===== src/rtl/mem_arb_pkg.sv =====
// Shared types and helpers for the two-client burst memory arbiter.
// Both the top-level FSM and the round-robin grant logic import this package.
package mem_arb_pkg;

    typedef enum logic [1:0] {
        IDLE    = 2'd0,
        I_BURST = 2'd1,
        D_BURST = 2'd2
    } arb_state_t;

    typedef enum logic {
        GNT_I = 1'b0,
        GNT_D = 1'b1
    } grant_t;

    localparam int BURST_LEN_DEF = 4;

    // Byte-offset bits covered by one line: word index bits plus the two byte bits.
    function automatic int off_bits(input int burst_len);
        return $clog2(burst_len) + 2;
    endfunction

    localparam int OFF_BITS = off_bits(BURST_LEN_DEF);

endpackage


===== src/rtl/rr_arb2.sv =====
// Two-way round-robin grant: a lone request wins outright, a tie goes to
// the side that was not served last. Purely combinational, one-hot output.
module rr_arb2
    import mem_arb_pkg::*;
(
    input  logic [1:0] req,
    input  logic       last_grant,
    output logic [1:0] gnt
);

    // Grant selection; bit 0 is the I-side, bit 1 the D-side.
    always_comb begin
        gnt = 2'b00;
        case (req)
            2'b01: gnt = 2'b01;
            2'b10: gnt = 2'b10;
            2'b11: begin
                if (last_grant == GNT_I) begin
                    gnt = 2'b10;
                end else begin
                    gnt = 2'b01;
                end
            end
            default: gnt = 2'b00;
        endcase
    end

endmodule


===== src/rtl/mem_arbiter.sv =====
// Shares one backing-memory port between I-cache refills and D-cache
// refills/writebacks, running each grant as a fixed-length line burst.
module mem_arbiter
    import mem_arb_pkg::*;
#(
    parameter int WIDTH     = 32,
    parameter int BURST_LEN = 4
) (
    input  logic             clk,
    input  logic             rst,
    input  logic             i_req,
    input  logic [WIDTH-1:0] i_addr,
    output logic [WIDTH-1:0] i_rdata,
    output logic             i_rvalid,
    output logic             i_done,
    input  logic             d_req,
    input  logic             d_we,
    input  logic [WIDTH-1:0] d_addr,
    input  logic [WIDTH-1:0] d_wdata,
    output logic             d_wready,
    output logic [WIDTH-1:0] d_rdata,
    output logic             d_rvalid,
    output logic             d_done,
    output logic             mem_valid,
    output logic             mem_we,
    output logic [WIDTH-1:0] mem_addr,
    output logic [WIDTH-1:0] mem_wdata,
    input  logic             mem_ready,
    input  logic [WIDTH-1:0] mem_rdata
);

    localparam int BEAT_W = $clog2(BURST_LEN);
    localparam int OFF_W  = off_bits(BURST_LEN);
    localparam logic [WIDTH-1:0]  LINE_MASK = {WIDTH{1'b1}} << OFF_W;
    localparam logic [BEAT_W-1:0] LAST_BEAT = BEAT_W'(BURST_LEN - 1);
    localparam logic [BEAT_W-1:0] BEAT_ONE  = BEAT_W'(1);
    localparam logic [BEAT_W-1:0] BEAT_ZERO = BEAT_W'(0);

    arb_state_t        state_r;
    arb_state_t        next_state_s;
    logic [BEAT_W-1:0] beat_r;
    logic [WIDTH-1:0]  base_r;
    logic              we_r;
    grant_t            last_grant_r;
    logic [1:0]        gnt_s;
    logic              accept_s;
    logic              last_beat_s;
    logic              grant_any_s;
    logic [WIDTH-1:0]  offset_s;

    rr_arb2 u_rr_arb2 (
        .req        ({d_req, i_req}),
        .last_grant (last_grant_r),
        .gnt        (gnt_s)
    );

    assign accept_s    = (state_r != IDLE) && mem_ready;
    assign last_beat_s = (beat_r == LAST_BEAT);
    assign grant_any_s = (state_r == IDLE) && (gnt_s != 2'b00);
    // Base has its low OFF_W bits cleared, so OR-ing the offset never carries out of the line.
    assign offset_s    = {{(WIDTH-BEAT_W-2){1'b0}}, beat_r, 2'b00};

    // State register.
    always_ff @(posedge clk or negedge rst) begin
        if (!rst) begin
            state_r <= IDLE;
        end else begin
            state_r <= next_state_s;
        end
    end

    // Next-state logic: grant from IDLE, leave a burst on its last accepted beat.
    always_comb begin
        next_state_s = state_r;
        case (state_r)
            IDLE: begin
                if (gnt_s[0]) begin
                    next_state_s = I_BURST;
                end else if (gnt_s[1]) begin
                    next_state_s = D_BURST;
                end else begin
                    next_state_s = IDLE;
                end
            end
            I_BURST, D_BURST: begin
                if (accept_s && last_beat_s) begin
                    next_state_s = IDLE;
                end else begin
                    next_state_s = state_r;
                end
            end
            default: next_state_s = IDLE;
        endcase
    end

    // Beat counter: advances only on accepted beats and wraps at end of line.
    always_ff @(posedge clk or negedge rst) begin
        if (!rst) begin
            beat_r <= BEAT_ZERO;
        end else if (accept_s) begin
            if (last_beat_s) begin
                beat_r <= BEAT_ZERO;
            end else begin
                beat_r <= beat_r + BEAT_ONE;
            end
        end else begin
            beat_r <= beat_r;
        end
    end

    // Request capture: line base, direction and fairness history, sampled only at grant.
    always_ff @(posedge clk or negedge rst) begin
        if (!rst) begin
            base_r       <= {WIDTH{1'b0}};
            we_r         <= 1'b0;
            last_grant_r <= GNT_I;
        end else if (grant_any_s) begin
            if (gnt_s[1]) begin
                base_r       <= d_addr & LINE_MASK;
                we_r         <= d_we;
                last_grant_r <= GNT_D;
            end else begin
                base_r       <= i_addr & LINE_MASK;
                we_r         <= 1'b0;
                last_grant_r <= GNT_I;
            end
        end else begin
            base_r       <= base_r;
            we_r         <= we_r;
            last_grant_r <= last_grant_r;
        end
    end

    // Memory-side and client-side outputs, decoded from state and the memory handshake.
    always_comb begin
        mem_valid = 1'b0;
        mem_we    = 1'b0;
        mem_addr  = {WIDTH{1'b0}};
        mem_wdata = d_wdata;
        i_rdata   = mem_rdata;
        d_rdata   = mem_rdata;
        i_rvalid  = 1'b0;
        i_done    = 1'b0;
        d_rvalid  = 1'b0;
        d_wready  = 1'b0;
        d_done    = 1'b0;
        case (state_r)
            I_BURST: begin
                mem_valid = 1'b1;
                mem_addr  = base_r | offset_s;
                i_rvalid  = mem_ready;
                i_done    = mem_ready & last_beat_s;
            end
            D_BURST: begin
                mem_valid = 1'b1;
                mem_we    = we_r;
                mem_addr  = base_r | offset_s;
                d_rvalid  = mem_ready & ~we_r;
                d_wready  = mem_ready & we_r;
                d_done    = mem_ready & last_beat_s;
            end
            IDLE: begin
                mem_valid = 1'b0;
            end
            default: begin
                mem_valid = 1'b0;
            end
        endcase
    end

endmodule


===== config.mk =====
export PLATFORM = sky130hd
export DESIGN_NAME = mem_arbiter
export DESIGN_NICKNAME = d
export VERILOG_FILES = /design/src/rtl/mem_arb_pkg.sv /design/src/rtl/rr_arb2.sv /design/src/rtl/mem_arbiter.sv
export SDC_FILE = /design/constraint.sdc
export NUM_CORES = 1
export LEC_CHECK = 0
export CORE_AREA = 2 2 104 106
export CTS_BUF_LIST = sky130_fd_sc_hd__clkbuf_8 sky130_fd_sc_hd__clkbuf_16
export DETAILED_ROUTE_END_ITERATION = 10
export DIE_AREA = 0 0 106 108
export PLACE_DENSITY = 0.71
export SLEW_MARGIN = 40
export SYNTH_ARGS = -nofsm -noshare
export SYNTH_HDL_FRONTEND = slang
export SYNTH_SLANG_ARGS = --single-unit

===== constraint.sdc =====
create_clock -name clk -period 1.8 [get_ports clk]
set_input_delay 0.45 -clock clk [delete_from_list [all_inputs] [get_ports clk]]
set_output_delay 0.45 -clock clk [all_outputs]
set_load 0.1 [all_outputs]

Yosys cells after proc, flatten, opt, wreduce, memory -nomap -nowiden. Index checks and enable logic that the tools add are counted.

Output and inout bits: 135. Flip-flop bits (word level): 38. Input bits: 134. Logic and storage cells: 43.

Equal/unequal tests: 7. Add/subtract/negate cells: 1. Bitwise operators: 5. Multiplexer cells: 18. Reduce and logical (&&, ||, !) cells: 7.

Operators with widths (number): 2-to-1 mux 32 bit (2); OR 32 x 4 -> 32 bit (1); 2-to-1 mux 2 bit (5); 2-to-1 mux 1 bit (9); == test 2 bit (second input constant) (4); one-hot mux 2 bit (3 select lines) (1); == test 2 x 1 -> 1 bit (second input constant) (2); one-hot mux 2 bit (2 select lines) (1); nonzero test 2 bit (2); bitwise AND 1 bit (3); logical AND 1 bit (3); adder 2 x 1 -> 2 bit (second input constant) (1); zero test 2 bit (1); inequality test 2 x 1 -> 1 bit (second input constant) (1); OR reduction 2 bit (1); NOT 1 bit (1).

Logic depth before layout (Yosys ltp).
Word-level depth: 5. Mapped depth: 7. Depth with buffers taken out: 5.

Modules after synthesis. Synthesis repeated with hierarchy kept, for this count alone.

Cells, all modules: 258. Area, all modules: 2726.4 sq um.

By module, submodules not included: mem_arbiter (sequential area each 850.8 sq um, instances 1, cells each 255, area each 2707.6 sq um); rr_arb2 (sequential area each 0.0 sq um, instances 1, cells each 3, area each 18.8 sq um).

Worst setup path after synthesis. OpenSTA, ideal clock, no wires.

Kind: register to output. From: register state_r[1]. To: output mem_addr[31]. Buffers on the path: 1. Data required time: 1.350 ns. Path slack: -1.014 ns. Data arrival time: 2.364 ns. Cell stages (with the launch flop): 5. Cell sequence: dfrtp_1 inv_1 ha_1 clkbuf_1 and2_1.

Cells in the longest elaborated chain, start to end: 3. Elaborated cells on any way between the ends: 4. Classes of those cells: eq/ne: 2; mux: 1; reduce/logical: 1.

RTL lines: start: declaration (line mem_arbiter.sv:39) `arb_state_t state_r;`; start signal: assignment (line mem_arbiter.sv:68) `state_r <= next_state_s;`; == test 2 x 1 -> 1 bit or == test 2 bit (tied branches) (line mem_arbiter.sv:147) `case (state_r)`; OR reduction 2 bit (no line) (*); 2-to-1 mux 32 bit (*); end: declaration (line mem_arbiter.sv:26) `output logic [WIDTH-1:0] mem_addr,`.

Every way passes the cells marked *; elsewhere a longest branch is shown, timed or not.

Worst setup path after layout.
From: register state_r[1]. To: output mem_addr[21].

Same word-level chain as after synthesis.

==> metrics.log <==
INFO  metric cts_buffer_depth = 2
INFO  metric std_cell_rows = 37
INFO  metric post_placement_worst_setup_slack = -0.0314 ns
INFO  metric die_x = 106 um
INFO  metric detail_route.iter0.violations = 56
INFO  metric worst_skew_pair.late_latency = 0.28 ns
INFO  metric post_route_cells_drive_above_1_share = 33.2%
INFO  metric asyncSetResetFlopFracSynth = 100%
INFO  metric critical_path.max_fanout = 17
INFO  metric synth_largest_area_cell = sky130_fd_sc_hd__dfrtp_1
INFO  metric pin_count = 269
INFO  metric fill_cells = 1009
INFO  metric synth-seq-cells = 34
INFO  metric n_antenna_cell = 0
INFO  metric postRouteAntennaNets = 0
INFO  metric drt_pass1_iterations = 4
INFO  metric finalClockSkew = 0.00756 ns
INFO  metric yosys-top-cells-count = sky130_fd_sc_hd__buf_4, sky130_fd_sc_hd__a21oi_1, sky130_fd_sc_hd__dfrtp_1
INFO  metric crit_chain = inv_2, ha_4, buf_12, and2_4, buf_12
INFO  metric worstHoldPathType = input port to asynchronous set/reset pin
INFO  metric grt_remaining_overflow = 0
INFO  metric antenna_found_initial = 0
INFO  metric synthesis.yosys.warnings = 0
INFO  metric r2r_setup_slack = 0.36 ns
INFO  metric finalHoldViolCount = 0
INFO  metric power_leakage = 1.58 nW
INFO  metric stdcell_area = 0.00374 mm2
INFO  metric global_route_wire_length_before_repair = 10.2 mm
INFO  metric layout.area.seq = 851 um2
INFO  metric power.share.sequential = 14.0%
INFO  metric max_cap_viol_count = 0
INFO  metric number_of_flops_mapped_to_enable_cells_by_yosys = 0
INFO  metric timing.final.crit_period = 1.95 ns
INFO  metric maximum_number_of_pins_on_one_net_before_global_route_repair = 24
INFO  metric net-switching-power = 5.36 mW
INFO  metric cpMaxStageDelayCell = sky130_fd_sc_hd__dfrtp_1
INFO  metric critical_path.top_delay_family = buffers and inverters
INFO  metric design.die.area = 0.0114 mm2
INFO  metric synth_most_common_cell = sky130_fd_sc_hd__buf_4
INFO  metric final.period_utilization = 108%
INFO  metric number_of_buffer_cells_added_on_primary_ports = 98
INFO  metric place_congestion = 0.725
INFO  metric final_cell_count_no_fill = 467
INFO  metric ctsRootBufferMaster = sky130_fd_sc_hd__clkbuf_8
INFO  metric post-route-worst-setup-slack = -0.151 ns
INFO  metric grt_setup_unrepaired = true
INFO  metric internal-power = 4.59 mW
INFO  metric setup_viol = 34
INFO  metric timing.critical_path.from_type = flip-flop
INFO  metric syn2layout_area_growth = 43.9%
INFO  metric cp_data_required_time = 1.35 ns
INFO  metric power_switching_share = 53.9%
INFO  metric finish.net_count = 470
INFO  metric reg2reg_to = state_r[0]
INFO  metric via_count = 1983
INFO  metric multi_input_comb_area = 0.00107 mm2
INFO  metric critical_path_buf_inv_count = 3
INFO  metric ys_dominant_reg_cell = sky130_fd_sc_hd__dfrtp_1
INFO  metric h_tree_depth = 2
INFO  metric grt_pass1_vias = 2059
INFO  metric routed_wire_length_per_instance = 14.1 um
INFO  metric peakVddDrop = 1260 uV
INFO  metric netlist.area_leader.share = 32.7%
INFO  metric clock_sink_count = 34
INFO  metric synth_area = 0.00260 mm2
INFO  metric global_router_s_overall_resource_usage = 11.3%
INFO  metric worstPathArrival = 1.50 ns
INFO  metric timing.critical_path.to_type = output port
INFO  metric post_syn_area_per_cell = 8.10 um2
INFO  metric cp_common_cell = sky130_fd_sc_hd__buf_12
INFO  metric p_clk_share = 5.7%
INFO  metric fp.dieH = 108 um
INFO  metric sequential_share_of_the_synthesized_area = 32.7%
INFO  metric power_density = 2660 mW/mm2
INFO  metric yosys.cell_types.count = 24
INFO  metric via_per_inst = 4.25
INFO  metric clock_tree_from_tritoncts = done
INFO  metric max_stage_delay = 0.36 ns
INFO  metric reg2regPathDepth = 5
INFO  metric dpl.hpwl = 4.79 mm
INFO  metric post-route-drc-count = 0
INFO  metric finalSetupTns = -4.23 ns
INFO  metric placeableCoreArea = 0.0102 mm2
INFO  metric violations_in_the_final_reports = setup timing
INFO  metric place_area = 0.00355 mm2
INFO  metric final-max-slew-violation-count = 0
INFO  metric timing.fmax = 0.513 GHz
INFO  metric dp.cells = 455
INFO  metric clkTransAtPathRegs = 0.06 ns
INFO  metric initial_utilization = 25.4%
INFO  metric cts_made_buffers = 5
INFO  metric combinational_power_share = 80.2%
INFO  metric rr_startpoint = state_r[1]
INFO  metric detailed_route_wire_length = 6.58 mm
INFO  metric run_status = complete, but fails checks
INFO  metric ctsHoldBuffers = 0
INFO  metric synth_top_cells_by_area = sky130_fd_sc_hd__dfrtp_1, sky130_fd_sc_hd__buf_4, sky130_fd_sc_hd__a21oi_1
INFO  metric timing_worst_setup_path_type = flip-flop to output port
INFO  metric synth_cells = 321
area by class of cell:
class	instances	share of cell area (%)
Timing Repair Buffer	116	41.7
Sequential cell	34	22.8
Multi-Input combinational cell	173	28.6
Tap cell	136	4.55
Inverter	2	0.201
Clock buffer	6	2.21
worst max path at each step:
| stage | endpoint | depth (start not counted) | slack, ns | start |
|---|---|---|---|---|
| global placement | d_done | 3 | -0.02 | mem_ready |
| CTS | mem_addr[14] | 5 | -0.16 | state_r[1] |
| finish | mem_addr[21] | 5 | -0.15 | state_r[1] |
| global route | mem_addr[24] | 5 | -0.22 | state_r[0] |
| floorplan | mem_addr[10] | 4 | -0.12 | state_r[1] |
| detailed placement | base_r[17] | 5 | -0.03 | i_req |
registers in the layout, indices dropped and copies added (netlist names):
signal / cells
last_grant_r: 1
base_r: 28
beat_r: 2
state_r: 2
we_r: 1
power by group through the flow:
stage | Clock [mW] | Combinational [mW] | Sequential, mW
final | 0.571 | 7.98 | 1.39
after global routing | 0.629 | 8.30 | 1.45
after CTS | 0.604 | 8.02 | 1.38
after detailed placement | 0 | 7.87 | 1.40
after global placement | 0 | 7.78 | 1.38
after floorplan | 0 | 6.15 | 1.34
cells in the final DEF (no fill, tap or decap), types with 3 or more instances in the layout:
cell                              instances
sky130_fd_sc_hd__buf_4                   11
sky130_fd_sc_hd__buf_12                  43
sky130_fd_sc_hd__dfrtp_1                 34
sky130_fd_sc_hd__and2_4                  32
sky130_fd_sc_hd__and3_4                   3
sky130_fd_sc_hd__nor2_1                  29
sky130_fd_sc_hd__clkbuf_8                 6
sky130_fd_sc_hd__ha_4                     4
sky130_fd_sc_hd__a21oi_1                 58
sky130_fd_sc_hd__clkdlybuf4s50_1         59
sky130_fd_sc_hd__nand2_1                 31
layer usage:
layer	vias to the layer above	GRT usage [%]	routed length (um)
met5	-	0	0
met4	0	4.61	157
met3	25	3.74	546
met2	80	20.0	3290
met1	932	12.5	2580
li1	946	-	-
what timing repair did:
item                                    4_1_cts  5_1_grt
gates resized for setup                      10        5
pin swaps                                     3        1
setup buffers                                 6        0
hold endpoints to repair                      0        0
endpoints found under the setup margin       35       37
cells by family (layout without fill, tap and decap cells):
logic type / count (synthesis) / in the layout / synth area share, %
flops: 34 / 34 / 32.7
other cells: 1 / 2 / 0.144
fa+ha+maj: 4 / 4 / 1.93
mux: 3 / 3 / 1.25
buf+inv: 115 / 124 / 32.6
compound gates: 66 / 66 / 13.7
simple gates: 98 / 98 / 17.6
through the flow:
stage	hold WS (ns)	total power, mW	utilization, %
2_1_floorplan	0.154	7.49	-
3_3_place_gp	0.425	9.15	34.7
3_5_place_dp	0.435	9.27	34.7
4_1_cts	0.122	10.0	36.3
5_1_grt	0.146	10.4	36.6
6_report	0.117	9.95	36.6
(Power assumes the default switching activity.)
